==> src/rtl/atm_pkg.sv <==
// Shared ATM constants: status codes, terminal control characters, message FSM states.
package atm_pkg;

  localparam logic [3:0] ACC_FOUND      = 4'd1;
  localparam logic [3:0] ACC_NOT_FOUND  = 4'd2;
  localparam logic [3:0] PIN_OK         = 4'd3;
  localparam logic [3:0] PIN_BAD        = 4'd4;
  localparam logic [3:0] AMT_OK         = 4'd5;
  localparam logic [3:0] AMT_BAD        = 4'd6;
  localparam logic [3:0] SESSION_END    = 4'd7;
  localparam logic [3:0] INPUT_COMPLETE = 4'd8;

  localparam logic [7:0] CHAR_CR    = 8'h0D;
  localparam logic [7:0] CHAR_LF    = 8'h0A;
  localparam logic [7:0] CHAR_SPACE = 8'h20;

  // Texts are stored right-justified in a fixed 8-character field.
  localparam int unsigned TEXT_W = 64;

  typedef enum logic [2:0] {StIdle, StText, StVal, StCr, StLf} tx_state_e;

  function automatic logic [7:0] hex_char(input logic [3:0] nib);
    return (nib < 4'd10) ? (8'h30 + {4'h0, nib}) : (8'h37 + {4'h0, nib});
  endfunction

  function automatic logic code_valid(input logic [3:0] code);
    return (code >= ACC_FOUND) && (code <= INPUT_COMPLETE);
  endfunction

endpackage

==> src/rtl/ascii_msg_rom.sv <==
// Combinational text lookup: character at a given index and the text length for a status code.
module ascii_msg_rom
  import atm_pkg::*;
(
  input  logic [3:0] code,
  input  logic [3:0] index,
  output logic [7:0] ch,
  output logic [3:0] text_len
);

  logic [TEXT_W-1:0] text;
  logic [2:0]        pos;

  always_comb begin
    text     = '0;
    text_len = 4'd0;
    case (code)
      ACC_FOUND:      begin text = {8'h00, "ACCT OK"};  text_len = 4'd7; end
      ACC_NOT_FOUND:  begin text = {8'h00, "NO ACCT"};  text_len = 4'd7; end
      PIN_OK:         begin text = {16'h0000, "PIN OK"}; text_len = 4'd6; end
      PIN_BAD:        begin text = {8'h00, "BAD PIN"};  text_len = 4'd7; end
      AMT_OK:         begin text = {16'h0000, "AMT OK"}; text_len = 4'd6; end
      AMT_BAD:        begin text = {8'h00, "BAD AMT"};  text_len = 4'd7; end
      SESSION_END:    begin text = {40'h0, "BYE"};      text_len = 4'd3; end
      INPUT_COMPLETE: begin text = {48'h0, "OK"};       text_len = 4'd2; end
      default:        begin text = '0;                  text_len = 4'd0; end
    endcase

    // First character sits in the most significant occupied byte.
    pos = 3'(text_len - 4'd1 - index);
    ch  = 8'h00;
    if (index < text_len) ch = text[{pos, 3'b000} +: 8];
  end

endmodule

==> src/rtl/ascii_msg_tx.sv <==
// Status-message serializer: text, optional hex value field, then CR LF, one byte per handshake.
// Define VALUE_ECHO_EN to append " XXXX" (msg_val in hex) to ACC_FOUND and AMT_OK messages.
module ascii_msg_tx
  import atm_pkg::*;
#(
  parameter int unsigned MSG_MAX_LEN = 8
) (
  input  logic        clk,
  input  logic        rst_n,
  input  logic        msg_req,
  input  logic [3:0]  msg_code,
  input  logic [15:0] msg_val,
  output logic        busy,
  output logic [7:0]  tx_data,
  output logic        tx_valid,
  input  logic        tx_ready,
  output logic        msg_done
);

  localparam int unsigned CNT_W = $clog2(MSG_MAX_LEN + 6);

  tx_state_e        state_q, state_d;
  logic [3:0]       code_q;
  logic [15:0]      val_q;
  logic [CNT_W-1:0] cnt_q, cnt_d;
  logic             done_q, done_d;

  logic       accept, fire, echo, last_char;
  logic [7:0] rom_ch;
  logic [3:0] rom_len;

  ascii_msg_rom u_rom (
    .code     (code_q),
    .index    (4'(cnt_q)),
    .ch       (rom_ch),
    .text_len (rom_len)
  );

`ifdef VALUE_ECHO_EN
  assign echo = (code_q == ACC_FOUND) || (code_q == AMT_OK);
`else
  assign echo = 1'b0;
`endif

  assign busy      = (state_q != StIdle);
  assign tx_valid  = busy;
  assign fire      = tx_valid && tx_ready;
  assign msg_done  = done_q;
  assign accept    = (state_q == StIdle) && msg_req && code_valid(msg_code);
  assign last_char = (cnt_q == CNT_W'(rom_len - 4'd1));

  always_comb begin
    tx_data = 8'h00;
    unique case (state_q)
      StText: tx_data = rom_ch;
      StVal: begin
        unique case (cnt_q)
          CNT_W'(1): tx_data = hex_char(val_q[15:12]);
          CNT_W'(2): tx_data = hex_char(val_q[11:8]);
          CNT_W'(3): tx_data = hex_char(val_q[7:4]);
          CNT_W'(4): tx_data = hex_char(val_q[3:0]);
          default:   tx_data = CHAR_SPACE;
        endcase
      end
      StCr:    tx_data = CHAR_CR;
      StLf:    tx_data = CHAR_LF;
      default: tx_data = 8'h00;
    endcase
  end

  always_comb begin
    state_d = state_q;
    cnt_d   = cnt_q;
    done_d  = 1'b0;
    unique case (state_q)
      StIdle: begin
        if (accept) begin
          state_d = StText;
          cnt_d   = '0;
        end
      end
      StText: begin
        if (fire) begin
          if (last_char) begin
            cnt_d   = '0;
            state_d = echo ? StVal : StCr;
          end else begin
            cnt_d = cnt_q + 1'b1;
          end
        end
      end
      StVal: begin
        // Space plus four hex digits: indices 0..4.
        if (fire) begin
          if (cnt_q == CNT_W'(4)) begin
            cnt_d   = '0;
            state_d = StCr;
          end else begin
            cnt_d = cnt_q + 1'b1;
          end
        end
      end
      StCr: if (fire) state_d = StLf;
      StLf: begin
        if (fire) begin
          state_d = StIdle;
          done_d  = 1'b1;
        end
      end
      default: state_d = StIdle;
    endcase
  end

  always_ff @(posedge clk or negedge rst_n) begin
    if (!rst_n) begin
      state_q <= StIdle;
      code_q  <= 4'd0;
      val_q   <= 16'h0000;
      cnt_q   <= '0;
      done_q  <= 1'b0;
    end else begin
      state_q <= state_d;
      cnt_q   <= cnt_d;
      done_q  <= done_d;
      if (accept) begin
        code_q <= msg_code;
        val_q  <= msg_val;
      end
    end
  end

endmodule
==> config.mk <==
export PLATFORM = sky130hd
export DESIGN_NAME = ascii_msg_tx
export DESIGN_NICKNAME = d
export VERILOG_FILES = /design/src/rtl/atm_pkg.sv /design/src/rtl/ascii_msg_rom.sv /design/src/rtl/ascii_msg_tx.sv
export SDC_FILE = /design/constraint.sdc
export NUM_CORES = 1
export LEC_CHECK = 0
export BUFFER_PORTS_ARGS = -buffer_cell sky130_fd_sc_hd__buf_4
export CAP_MARGIN = 10
export CORE_ASPECT_RATIO = 1.1
export CORE_UTILIZATION = 34
export CTS_BUF_LIST = sky130_fd_sc_hd__clkbuf_8
export DETAILED_ROUTE_END_ITERATION = 7
export PLACE_DENSITY_LB_ADDON = 0.08
export RECOVER_POWER = 100
export SYNTH_ARGS = -nofsm -noshare
export SYNTH_HDL_FRONTEND = slang
export SYNTH_SLANG_ARGS = --single-unit
==> constraint.sdc <==
create_clock -name clk -period 4.9 [get_ports clk]
set_input_delay 0.245 -clock clk [delete_from_list [all_inputs] [get_ports clk]]
set_output_delay 0.245 -clock clk [all_outputs]
set_load 0.01 [all_outputs]
==> results by group <==
Layout
  – Cell area after layout: ~3200 um2
  – Antenna diode count: 0
  – P&R area growth vs syn: 12.9%
  – Commonest cells after routing, fill and taps aside: nand2_1, a21oi_1, nor2_1, buf_4, dfrtp_1
  – Share of cells above drive strength 1: roughly 17%
  – # nets final: between 400 and 500
  – Fin util: 40.2%
  – # fillers: 866

Global routing
  – Largest net degree at the start of global routing: 29
  – Met3 Use GR: under 10%
  – Vias in the first global route: 2566
  – Met2 GRT Util: 32.4%
  – GR Util met1: between 20% and 30%
  – Initial antenna violation count: 0
  – First-pass GRT wire length: 13000 um
  – Grt peak-use layer: met2
  – Gr usage total: between 10% and 20%
  – Grt total ovfl: 0

Routing
  – DR vias/cell: between 5 and 6
  – DRT iter0 DRCs: around 160
  – Drt wl/cell: between 15 and 20 um
  – DR vias: roughly 2700
  – Total iterations of the first detailed-routing run: 4
  – Total routed wirelength: 7960 um
  – ANT nets after route: 0
  – DR DRC count: 0

Yosys
  – Post-Syn Instances: 356
  – Cell variety after synth: 58
  – Cell Area, Synth: between 2000 and 3000 um2
  – #FFs+latches synth: 28
  – Synth Warn #: 0
  – Post-synth ARST share: 100%
  – Post-Syn Nets: 399
  – Area leader, netlist: dfrtp_1
  – Post-synth top area share: approximately 25%
  – Ys flop type: dfrtp_1
  – Synth top area cells: dfrtp_1, mux2_2, ha_1
  – Avg Cell Area, Syn: 8.00 um2
  – Number of synthesized flops with an enable pin: 0
  – Seq/Total Area, Yosys: ~25%

Placed design
  – I/O Buffers: 33
  – Pre-CTS WS: 496 ps
  – Post-DP HPWL: 6260 um
  – Cell Area, Placed: 3200 um2
  – Routability cong.: 0.920

Clock network
  – CTS Buf Count: 3
  – Clk_lat worst skew: 280 ps
  – Root Driver: clkbuf_8
  – CTS tree: done
  – Clk slew on worst S/H paths: ~100 ps
  – CTS Sinks: 28
  – Clock buffer depth: 2
  – CTS H-tree lvls: 1
  – Setup bufs post-CTS: 0

Floorplan
  – Rows: 34
  – Die height: 98.0 um
  – Full die area: between 8000 and 9000 um2
  – Die X: 89.3 um
  – Core region area: 8000 um2
  – Initial Util: 35.6%
  – I/O Pins: 35

STA
  – Final WS setup: 435 ps
  – Tmin final: 4460 ps
  – Final setup TNS: 0 ps
  – Unrepaired setup endpoints after global routing: false
  – Post-route clock period utilization: a little over 90%
  – Clock skew: approximately 3.7 ps
  – Final setup viols: 0
  – Slew HR: -6.18%
  – Highest clock rate: 224 MHz
  – Final hold viol count: 0
  – Slew Limit Fails: 29
  – Tightest Pin Transition: 1590 ps

Setup path
  – Req. time, crit path: about 4700 ps
  – CP Launch Type: register
  – WP data arrival: 4220 ps
  – Max Fanout on Critical Path: 18
  – R2R depth: 9
  – Crit. End Element: output port
  – Setup CP Type: register to output port

Run status
  – Failing checks: max-capacitance violations, max-slew violations
  – Status: complete, but fails checks

Worst hold path
  – Hold Crit Depth: 2
  – HP Class: primary input to register

Run
  – MaxCap Viol Count: 1
## timing repair
| action | 4_1_cts | 5_1_grt |
|---|---|---|
| gates resized for setup | 0 | 2 |
| hold buffers | 1 | 0 |
| hold endpoints to repair | 28 | 0 |
| endpoints found under the setup margin | 0 | 5 |
## critical path: stages, from the launching register on
cell,delay (ps)
dfrtp_1,480
inv_1,130
ha_1,380
nor2_2,280
nor2_1,180
xnor2_1,250
inv_1,90
fa_2,610
nor2b_1,280
a211oi_1,100
or4b_1,500
a31o_2,260
o211ai_1,210
clkbuf_1,180
## layer usage
layer  wire [um]  vias up  part of all wire, %
met5           0        -                    0
met4         163        0                  2.0
met3         200       11                  2.5
met2        3990       57                   50
met1        3610     1283                   45
li1            -     1357                    -
## layout make-up
type                            instances  area [um2]  area share [%]
Clock buffer                            3        41.3            1.28
Inverter                               21        78.8            2.45
Multi-Input combinational cell        288        1990            62.0
Sequential cell                        28         701            21.8
Tap cell                              108         135            4.20
Timing Repair Buffer                   40         265            8.25
## Yosys cell counts (3+ instances only)
cell type,number
a21oi_1,30
nand2_1,30
nor2_1,30
dfrtp_1,28
mux2_2,24
inv_1,19
ha_1,18
o21ai_0,18
clkbuf_1,16
xnor2_1,11
nand2b_1,10
a211oi_1,9
nand3_1,7
o22ai_1,7
and2_1,6
a2111oi_0,5
a31oi_1,5
nor3_1,5
o211ai_1,5
or3_1,5
nand4_1,4
or4_1,4
a21o_1,3
a22oi_1,3
mux2i_1,3
nor2b_1,3
o221ai_1,3
or2_2,3
## flip-flops by register name (all words and copies together) (netlist names)
name	count
cnt_q	4
code_q	4
state_q	3
msg_done	1
val_q	16
## logic make-up (layout without fill, tap and decap cells)
| logic type | Yosys count | count (layout) | share of synthesized area [%] |
|---|---|---|---|
| compound gates | 115 | 115 | 27.0 |
| xor+xnor | 11 | 11 | 3.38 |
| fa+ha+maj | 19 | 19 | 8.61 |
| buf+inv | 40 | 64 | 5.58 |
| flops | 28 | 28 | 24.6 |
| mux | 27 | 27 | 10.5 |
| other cells | 1 | 1 | 0.132 |
| simple gates | 115 | 115 | 20.2 |
## worst paths after layout
check	startpoint	end	slack (ps)
setup / recovery	code_q[1]	tx_data[1]	440
hold / removal	msg_val[5]	val_q[5]	190
setup reg to reg	code_q[1]	cnt_q[2]	1940
hold reg to reg	val_q[4]	val_q[4]	520
max in group asynchronous	rst_n	code_q[3]	3090
min in group asynchronous	rst_n	val_q[3]	890
## through the flow
| step | hold slack (ps) | instances |
|---|---|---|
| after CTS | 184 | 488 |
| final | 186 | 488 |
| after global routing | 174 | 488 |
| after floorplan | -50.6 | 356 |
| after detailed placement | 197 | 484 |
| after global placement | 194 | 484 |
Power is left out: the tool's default activity adds up to more than one toggle a clock period on the data nets, which glitch-free logic cannot reach.
